## src/rtl/conv_window_sequencer.sv

```systemverilog
// conv_window_sequencer
// Streams a DIM x DIM raster image through a two-row line buffer and a 3x3
// window register, emitting one 3x3 window per valid top-left position over
// a valid/ready handshake with a single output register.
// Optional build macro: CONV_SEQ_STALL_CNT_EN adds a saturating stall_cnt
// output counting cycles where a window is presented but not accepted.
module conv_window_sequencer #(
  parameter int DIM   = 28,
  parameter int PIX_W = 8
) (
  input  logic                   clk,
  input  logic                   rst,
  input  logic                   start,
  input  logic                   abort,
  input  logic                   pix_valid,
  input  logic [PIX_W-1:0]       pix_data,
  output logic                   pix_ready,
  output logic                   win_valid,
  input  logic                   win_ready,
  output logic [9*PIX_W-1:0]     win_data,
  output logic [$clog2(DIM)-1:0] win_row,
  output logic [$clog2(DIM)-1:0] win_col,
  output logic                   win_last,
  output logic                   busy,
  output logic                   done
`ifdef CONV_SEQ_STALL_CNT_EN
  ,
  output logic [15:0]            stall_cnt
`endif
);

  localparam int CW = $clog2(DIM);
  localparam logic [CW-1:0] LAST_IDX = CW'(DIM - 1);
  localparam logic [CW-1:0] TWO      = CW'(2);

  typedef enum logic [1:0] {
    IDLE   = 2'd0,
    STREAM = 2'd1,
    FLUSH  = 2'd2,
    DONE   = 2'd3
  } state_t;

  state_t state_r;
  state_t state_next_s;

  // Pixel position counters and output register
  logic [CW-1:0]      row_r;
  logic [CW-1:0]      col_r;
  logic               win_valid_r;
  logic [9*PIX_W-1:0] win_data_r;
  logic [CW-1:0]      win_row_r;
  logic [CW-1:0]      win_col_r;
  logic               win_last_r;
  logic               busy_r;
  logic               done_r;

  // Line buffers (rows r-2 and r-1) and the sliding 3x3 window
  logic [PIX_W-1:0] lb_old_r [0:DIM-1];
  logic [PIX_W-1:0] lb_mid_r [0:DIM-1];
  logic [PIX_W-1:0] win_r      [0:2][0:2];
  logic [PIX_W-1:0] win_next_s [0:2][0:2];
  logic [9*PIX_W-1:0] win_pack_s;

  logic pix_ready_s;
  logic accept_s;
  logic load_s;
  logic last_pix_s;
  logic out_hs_s;
  logic start_go_s;

  // The source may only advance when the single output slot is free or draining.
  assign pix_ready_s = (state_r == STREAM) && (!win_valid_r || win_ready) && !abort;
  assign accept_s    = pix_valid && pix_ready_s;
  assign load_s      = accept_s && (row_r >= TWO) && (col_r >= TWO);
  assign last_pix_s  = accept_s && (row_r == LAST_IDX) && (col_r == LAST_IDX);
  assign out_hs_s    = win_valid_r && win_ready;
  assign start_go_s  = (state_r == IDLE) && start && !abort;

  assign pix_ready = pix_ready_s;
  assign win_valid = win_valid_r;
  assign win_data  = win_data_r;
  assign win_row   = win_row_r;
  assign win_col   = win_col_r;
  assign win_last  = win_last_r;
  assign busy      = busy_r;
  assign done      = done_r;

  // Window after shifting left one column and inserting the new right column.
  always_comb begin
    win_pack_s = {(9*PIX_W){1'b0}};
    for (int ky = 0; ky < 3; ky++) begin
      win_next_s[ky][0] = win_r[ky][1];
      win_next_s[ky][1] = win_r[ky][2];
    end
    win_next_s[0][2] = lb_old_r[col_r];
    win_next_s[1][2] = lb_mid_r[col_r];
    win_next_s[2][2] = pix_data;
    for (int k = 0; k < 9; k++) begin
      win_pack_s[PIX_W*k +: PIX_W] = win_next_s[k/3][k%3];
    end
  end

  // Next-state logic; abort overrides every state transition.
  always_comb begin
    state_next_s = state_r;
    if (abort) begin
      state_next_s = IDLE;
    end else begin
      case (state_r)
        IDLE: begin
          if (start) state_next_s = STREAM;
          else       state_next_s = IDLE;
        end
        STREAM: begin
          if (last_pix_s) state_next_s = FLUSH;
          else            state_next_s = STREAM;
        end
        FLUSH: begin
          if (out_hs_s && win_last_r) state_next_s = DONE;
          else                        state_next_s = FLUSH;
        end
        DONE:    state_next_s = IDLE;
        default: state_next_s = IDLE;
      endcase
    end
  end

  // State register with registered busy/done decoded from the next state.
  always_ff @(posedge clk or posedge rst) begin
    if (rst) begin
      state_r <= IDLE;
      busy_r  <= 1'b0;
      done_r  <= 1'b0;
    end else begin
      state_r <= state_next_s;
      busy_r  <= (state_next_s != IDLE);
      done_r  <= (state_next_s == DONE);
    end
  end

  // Position counters, window register and the single output register.
  always_ff @(posedge clk or posedge rst) begin
    if (rst) begin
      row_r       <= '0;
      col_r       <= '0;
      win_valid_r <= 1'b0;
      win_data_r  <= '0;
      win_row_r   <= '0;
      win_col_r   <= '0;
      win_last_r  <= 1'b0;
      win_r       <= '{default: '0};
    end else if (abort || start_go_s) begin
      row_r       <= '0;
      col_r       <= '0;
      win_valid_r <= 1'b0;
      win_data_r  <= '0;
      win_row_r   <= '0;
      win_col_r   <= '0;
      win_last_r  <= 1'b0;
    end else begin
      if (accept_s) begin
        win_r <= win_next_s;
        if (col_r == LAST_IDX) begin
          col_r <= '0;
          row_r <= (row_r == LAST_IDX) ? '0 : row_r + CW'(1);
        end else begin
          col_r <= col_r + CW'(1);
        end
      end
      if (load_s) begin
        win_valid_r <= 1'b1;
        win_data_r  <= win_pack_s;
        win_row_r   <= row_r - TWO;
        win_col_r   <= col_r - TWO;
        win_last_r  <= (row_r == LAST_IDX) && (col_r == LAST_IDX);
      end else if (out_hs_s) begin
        win_valid_r <= 1'b0;
        win_last_r  <= 1'b0;
      end
    end
  end

  // Line buffer update; contents are never cleared since every slot is rewritten before use.
  always_ff @(posedge clk) begin
    if (accept_s) begin
      lb_old_r[col_r] <= lb_mid_r[col_r];
      lb_mid_r[col_r] <= pix_data;
    end
  end

`ifdef CONV_SEQ_STALL_CNT_EN
  logic [15:0] stall_cnt_r;
  assign stall_cnt = stall_cnt_r;

  // Saturating count of stalled output cycles; survives abort, cleared by start.
  always_ff @(posedge clk or posedge rst) begin
    if (rst) begin
      stall_cnt_r <= 16'h0000;
    end else if (start_go_s) begin
      stall_cnt_r <= 16'h0000;
    end else if (win_valid_r && !win_ready && (stall_cnt_r != 16'hFFFF)) begin
      stall_cnt_r <= stall_cnt_r + 16'h0001;
    end
  end
`endif

endmodule

```

## config.mk

```make
export PLATFORM = sky130hd
export DESIGN_NAME = conv_window_sequencer
export DESIGN_NICKNAME = d
export VERILOG_FILES = /design/src/rtl/conv_window_sequencer.sv
export SDC_FILE = /design/constraint.sdc
export NUM_CORES = 1
export LEC_CHECK = 0
export ABC_CLOCK_PERIOD_IN_PS = 4800
export CORE_AREA = 5 5 248 190
export DETAILED_ROUTE_END_ITERATION = 10
export DIE_AREA = 0 0 253 195
export PLACE_DENSITY = 0.84
export SKIP_CTS_REPAIR_TIMING = 1
export SYNTH_ARGS = -nofsm -noshare
export SYNTH_HDL_FRONTEND = slang
export SYNTH_SLANG_ARGS = --single-unit
```

## constraint.sdc

```tcl
create_clock -name clk -period 4.8 [get_ports clk]
set_input_delay 0.72 -clock clk [delete_from_list [all_inputs] [get_ports clk]]
set_output_delay 0.72 -clock clk [all_outputs]
set_load 0.02 [all_outputs]
```

Word level (Yosys, flattened, before mapping)
Memories as Yosys holds them, arrays and structs flattened. Cells that the tools add are included.

Flip-flop bits (word level): 146. Latch bits: 0. Bits in writable memories: 448. Bits in read-only memories: 0. Bits of input ports: 14. Logic and storage cells: 80. Memories kept: 2.

$add $sub $neg: 4. $mul: 0. Divide/modulo/power cells: 0. $lt $le $gt $ge: 2. Equal/unequal tests: 6. Shift operators: 0. Multiplexer cells: 25. Bitwise logic cells: 1. Reductions and logical operators: 24.

Memories: lb_mid_r (depth 28, width 8, rd ports 1, clocked after memory_dff 0, wr ports 1, line 59) `logic [PIX_W-1:0] lb_mid_r [0:DIM-1];`; lb_old_r (depth 28, width 8, rd ports 1, clocked after memory_dff 0, wr ports 1, line 58) `logic [PIX_W-1:0] lb_old_r [0:DIM-1];`.

Operators by type and width (count): two-way mux 72 bit (2); two-way mux 5 bit (11); logical AND 1 bit (12); adder 5 x 1 -> 5 bit (second input constant) (2); == test 5 bit (second input constant) (2); >= comparator 5 x 2 -> 1 bit (second input constant) (2); subtractor 5 x 2 -> 5 bit (second input constant) (2); two-way mux 1 bit (9); one-hot mux 2 bit (4 select lines) (1); nonzero test 2 bit (4); == test 2 bit (second input constant) (3); two-way mux 2 bit (2); AND reduction 2 bit (2); nonzero test 3 bit (1); == test 2 x 1 -> 1 bit (second input constant) (1); logical NOT 1 bit (2); logical NOT 2 bit (1); logical OR 1 bit (2); inverter 1 bit (1).

Longest topological paths before layout
Gate-level depths: netlist of the first run.

Word-level depth: 11. Depth in mapped cells: 10. Gate-level depth less buffers: 7.

Worst setup path before layout of the first run
Ideal clock, no wire load.

Path type: input to register. Start point: input port abort. End point: memory lb_mid_r[24][0] (enable). Setup time: 0.409 ns. Arrival time: 2.707 ns. Setup slack: 1.684 ns. Stages: 5. Buffers on the path: 1. Cell sequence: nor3b_2 > and3_1 > clkbuf_1 > nand2_1 > nor3_1.

Longest elaborated chain between the ends: 5.

Ends and longest elaborated chain: from (decl) (line 14) `input logic abort,`; logical NOT 1 bit (line 72) `assign pix_ready_s = (state_r == STREAM) && (!win_valid_r || win_ready) && !abort;`; logical AND 1 bit (line 72); logical AND 1 bit (line 73) `assign accept_s = pix_valid && pix_ready_s;`; two-way mux 1 bit (line 185) `if (accept_s) begin`; two-way mux 1 bit (implied by the code) (line 187) `lb_mid_r[col_r] <= pix_data;`; to (decl) (line 59).

No other way between the ends.

==> out/metrics.cfg, run 1 <==
[floorplan]
ios=101
die_area_um2=49300
die_w_um=253
row_count=67
start_util_pct=52.5
fp.dieH_um=195
core_um2=44300

[timing]
fin_crit_ns=3.91
finalHoldViolCount=0
worst_pin_slew_ns=1.32
rsz0062_at_grt=false
period_share_pct=81.5
clock_skew_ns=0.0309
slew_violations=0
relSlewSlack_pct=12.0
setup_tns_ns=0
setup_viol=0
fmax_ghz=0.256

[grt]
track_usage_pct=23.1
antenna_found_initial=1
grt_max_degree=96
grt.overflow.total=0
grt_pass1_vias=14168
grt_first_pass_wirelength_mm=87.2

[clock_network]
htreeDepth=2
ctsLongestPathBuffers=3
clk_pin_slew_ns=0.06
clkLatencyLatePin_ns=0.61
clock-sinks=594
cts_buffers=54
cts_tree=done
cts_root_buffer=clkbuf_16

[setup_path]
crit_slowest_cell=dfrtp_1
crit_type=reg2reg
path_max_fanout=29
reg2regPathDepth=4
end_kind=flop
cp_data_required_time_ns=4.89
cp.arrival_ns=4.00
cp-start-kind=flop
slowest_delay_ns=0.94
path_cells=or4b_1 -> o22ai_1 -> nor4_1 -> nand2_1

[yosys]
yosys.area.top_type=edfxtp_1
synth_cell_types=58
synth_area_um2=23200
synth-seq-cells=594
synthTopCellsByArea=edfxtp_1, dfrtp_1, mux2i_1
ys_async_sr_fraction_pct=24.6
syn_area_per_cell_um2=15.5
synth_edf_count=448
ys_seq_area_share_pct=73.6
synth_nets=1528
yosys_warnings=0
synth_top_area_share_pct=57.9
synthFlopType=edfxtp_1
syn_inst=1504

[place]
dp.cells=2157
gp_congestion=0.863
dp_hpwl_mm=34.7
io_buffers=100

[finish]
drive_above_1_share_pct=11.8
areaGrowthSynthToFinish_pct=15.3
antenna_cells=0
finalNonFillerCells=2257
nNetsFinal=1651

[routing]
routed_wl_mm=57.9
drc=0
dr.pass1.iters=8
avgRoutedWirePerCell_um=25.6
drtIter0Drc=2032
vias=14129
ant_nets=0
viasPerCell=6.26

[min_path]
min_path_cells=2
hold_path_class=reg2reg

[pwr]
p_per_area_nw_per_um2=393
p_leak_nw=9.60
ir_drop_mv=0.331

[run]
maxCapViolCount=0

[status]
status=finished, final reports clean

[placed cells by master, fill, tap and decap left out, types with 15 or more instances in the layout]
master | netlist | routed
mux2i_1 | 156 | 156
clkbuf_16 | 0 | 55
and3_1 | 17 | 16
nand3_1 | 81 | 80
mux4_2 | 34 | 34
clkdlybuf4s50_1 | 0 | 99
nand2_1 | 240 | 240
o22ai_1 | 76 | 76
edfxtp_1 | 448 | 448
buf_4 | 6 | 54
dfrtp_1 | 146 | 144
o21ai_1 | 16 | 16
nor2_1 | 43 | 42
a21o_1 | 15 | 15
[path summary, 6_finish.rpt]
check,from,to,slack [ns]
setup reg to reg,col_r[3]$_DFFE_PP0P_,lb_old_r[7][0]$_DFFE_PP_,0.89
hold / removal,win_next_s[40]$_DFFE_PP0P_,win_data[24]$_DFFE_PP0P_,0.46
hold reg to reg,win_next_s[40]$_DFFE_PP0P_,win_data[24]$_DFFE_PP0P_,0.46
min in group asynchronous,rst,state_r[0]$_DFF_PP0_,0.71
setup / recovery,col_r[3]$_DFFE_PP0P_,lb_old_r[7][0]$_DFFE_PP_,0.89
max in group asynchronous,rst,win_data[9]$_DFFE_PP0P_,3.15
[kinds of logic after synthesis]
kind of cell             Yosys count  synth area share (%)
AO/OA/AOI/OAI                    166                  4.82
XOR/XNOR                           4                 0.151
adder cells (fa/ha/maj)           10                 0.538
buffers and inverters            100                  2.08
flip-flops                       594                  73.6
multiplexers                     194                  10.2
AND/OR/NAND/NOR                  436                  8.59
[routing by layer]
metal,vias to the layer above,wire (um),global-route usage [%]
met5,-,0,0
met4,0,1630,6.64
met3,127,6300,4.83
met2,889,27900,36.7
met1,7164,22100,32.7
li1,5949,-,-
[state kept, by name, indices dropped and copies added, names as in the netlist]
name / flops
lb_mid_r: 224
lb_old_r: 224
win_data: 72
win_next_s: 48
col_r: 5
row_r: 5
win_col: 5
win_row: 5
state_r: 2
busy: 1
done: 1
win_last: 1
win_valid: 1
[final cells by class]
class                           instances  area (um^2)
Fill cell                            3003        17500
Sequential cell                       594        17100
Multi-Input combinational cell        810         5690
Clock buffer                           74         1520
Timing Repair Buffer                  156         1440
Tap cell                              586          733
Clock inverter                         26          245
Inverter                               11         46.3
[power breakdown]
part	total [mW]	leakage (nW)	switching, mW	internal, mW
registers	5.81	5.98	0.119	5.69
clock network	4.26	0.859	1.88	2.39
logic	0.446	2.76	0.303	0.143
total	10.5	9.60	2.30	8.22
[Yosys cell counts, drive strengths merged, types with 2 or more instances]
cell	count
a211o	2
a211oi	16
a21o	15
a21oi	8
a22oi	8
a311oi	2
a31oi	12
and3	17
buf	61
clkbuf	28
dfrtp	146
edfxtp	448
ha	10
inv	11
mux2	4
mux2i	156
mux4	34
nand2	240
nand2b	2
nand3	81
nand3b	3
nand4	5
nand4b	3
nand4bb	5
nor2	43
nor3	11
nor3b	2
nor4	11
o21ai	17
o22ai	76
o31ai	4
or2	2
or3b	2
or4	2
or4b	4
xnor2	4
[stage by stage]
step	power (mW)	worst slack (ns)	hold slack, ns	util [%]	cell area, um^2
6_report	10.5	0.886	0.461	60.5	26800
3_3_place_gp	6.30	1.07	0.452	56.5	25000
3_5_place_dp	6.33	0.976	0.458	56.5	25000
5_1_grt	10.8	0.739	0.492	60.5	26800
2_1_floorplan	6.14	0.157	0.439	-	23200
4_1_cts	10.5	0.965	0.467	60.5	26800
[critical path: cells and delay by family, from the launching register on]
family,cells,cell delay [ns]
flip-flops,1,0.94
AO/OA/AOI/OAI,1,0.19
AND/OR/NAND/NOR,3,2.27
Power figures use the tool's default switching activity.
==> run 2, diff against run 1 <==
Settings changed: ABC_CLOCK_PERIOD_IN_PS 4800 to 3800, PLACE_DENSITY 0.84 to 0.82.
Clock period 4.8 ns to 3.8 ns, I/O delays scaled along.
==> run 2 against run 1 <==
- worst setup slack got worse by 0.15 ns
- routed wire length increased by 0.73%
- global-route usage grew 0.47 points
- clock-buffer cell count is 1 lower
- worst hold slack improved by 0.0076 ns
- design area increased by 0.57%
- sequential power rose by 26%
- critical path depth rose by 3
- cell count rose by 0.89%
- sequential share of layout area fell by 0.36 points
- core utilization is 0.34 points higher
- largest cell class unchanged
==> out/metrics.cfg, run 2 (same netlist as run 1, synthesis figures left out) <==
[status]
status=finished, final reports clean

[finish]
final_util_pct=60.9  ; +0.34 points
nNetsFinal=1676  ; +1.5%
antenna_cells=0  ; unchanged
drive_above_1_share_pct=13.0  ; +1.2 points
areaGrowthSynthToFinish_pct=15.9
fill_cells=3079  ; +2.5%
layout_common_cells=edfxtp_1, nand2_1, mux2i_1, dfrtp_1, clkdlybuf4s50_1
mostFrequentLayoutCell=edfxtp_1

[clock_network]
cts_buffers=52  ; -3.7%
htreeDepth=2  ; unchanged
ctsLongestPathBuffers=3  ; unchanged
clk_pin_slew_ns=0.07  ; about the same
clock-sinks=594  ; unchanged
cts_tree=done
cts_root_buffer=clkbuf_16
clkLatencyLatePin_ns=0.59  ; -0.02 ns

[routing]
viasPerCell=6.25  ; -0.19%
ant_nets=0  ; unchanged
avgRoutedWirePerCell_um=25.6  ; -0.15%
routed_wl_mm=58.3  ; +0.73%
dr.pass1.iters=6  ; -2
vias=14227  ; +0.69%
drc=0  ; unchanged
drtIter0Drc=1686  ; -17%

[timing]
relSlewSlack_pct=13.5  ; +1.5 points
setup_tns_ns=0  ; unchanged
setup_viol=0  ; unchanged
period_share_pct=80.6  ; -0.96 points
clock_skew_ns=0.0223  ; -0.00867 ns
slew_violations=0  ; unchanged
worst_pin_slew_ns=1.29  ; -0.0226 ns
finalHoldViolCount=0  ; unchanged
fin_crit_ns=3.06  ; -0.852 ns
fmax_ghz=0.327  ; +28%
rsz0062_at_grt=false

[setup_path]
cp-start-kind=flop
slowest_delay_ns=0.81  ; -0.13 ns
crit_slowest_cell=dfrtp_2
end_kind=flop
path_max_fanout=27  ; -6.9%
path_cells=buf_4 -> ha_1 -> nand4b_1 -> or2_1 -> inv_2 -> a31oi_1 -> a311oi_1
crit_type=reg2reg
cp_data_required_time_ns=4.28  ; -0.61 ns
cp.arrival_ns=3.54  ; -0.46 ns

[floorplan]
fp.dieH_um=195  ; unchanged
start_util_pct=52.5  ; unchanged
row_count=67  ; unchanged
die_area_um2=49300  ; unchanged
die_w_um=253  ; unchanged
ios=101  ; unchanged
core_um2=44300  ; unchanged

[grt]
grt.overflow.total=0  ; unchanged
grt_first_pass_wirelength_mm=89.2  ; +2.3%
track_usage_pct=23.5  ; +0.47 points
grt_pass1_vias=14640  ; +3.3%
grt_max_degree=73  ; -24%
antenna_found_initial=0  ; -1

[pwr]
p_per_area_nw_per_um2=484  ; +23%
p_total_mw=13.1  ; +24%
p_leak_nw=9.68  ; +0.85%
ir_drop_mv=0.405  ; +22%

[run]
maxCapViolCount=0  ; unchanged

[place]
io_buffers=100  ; unchanged
dp_hpwl_mm=36.1  ; +3.9%
gp_congestion=0.933  ; +8.1%

[min_path]
hold_path_class=reg2reg

[run 2: power by group]
part | leakage, nW | switching [mW] | internal [mW]
logic | 2.91 | 0.380 | 0.197
clock network | 0.795 | 2.28 | 2.86
registers | 5.98 | 0.144 | 7.18
total | 9.68 | 2.81 | 10.2
[run 2: layer usage]
metal,global-route usage (%),vias to the layer above,wire (um)
met3,4.72,154,5730
met1,32.5,7245,22100
li1,-,5995,-
met4,8.14,0,2070
met2,37.9,833,28400
met5,0,-,0
[run 2: final cells by class]
class	count	area [um^2]	share of cell area, %
clock buffers	73	1490	5.52
clock inverters	20	163	0.604
repair buffers	183	1710	6.35
flip-flops and latches	594	17100	63.5
well taps	586	733	2.72
multi-input cells	810	5690	21.1
inverters	11	45.0	0.167
[run 2: worst max-delay path: cells and delay by family, from the launching register on]
family                   cells  cell delay, ns
buffers and inverters        2            0.85
flip-flops                   1            0.81
AND/OR/NAND/NOR              2            0.61
AO/OA/AOI/OAI                2            0.41
adder cells (fa/ha/maj)      1            0.28
[run 2: metrics by stage]
step	hold WS, ns	instance area, um^2	cells	setup WS, ns
2_1_floorplan	0.439	23200	1504	0.834
3_3_place_gp	0.451	25300	2184	0.812
3_5_place_dp	0.451	25300	2184	0.710
4_1_cts	0.467	26900	2277	0.710
5_1_grt	0.494	26900	2277	0.473
6_report	0.469	26900	2277	0.738
[run 2: worst paths after layout]
path                                             from                          to  slack (ns)  cells after the start
max                              col_r[0]$_DFFE_PP0P_        row_r[3]$_DFFE_PP0P_        0.74                      7
min                        win_next_s[23]$_DFFE_PP0P_    win_data[55]$_DFFE_PP0P_        0.47                      2
max reg2reg                      col_r[0]$_DFFE_PP0P_        row_r[3]$_DFFE_PP0P_        0.74                      7
min reg2reg                win_next_s[23]$_DFFE_PP0P_    win_data[55]$_DFFE_PP0P_        0.47                      2
max in group asynchronous                         rst  win_next_s[17]$_DFFE_PP0P_        2.49                      3
min in group asynchronous                         rst              busy$_DFF_PP0_        0.54                      2
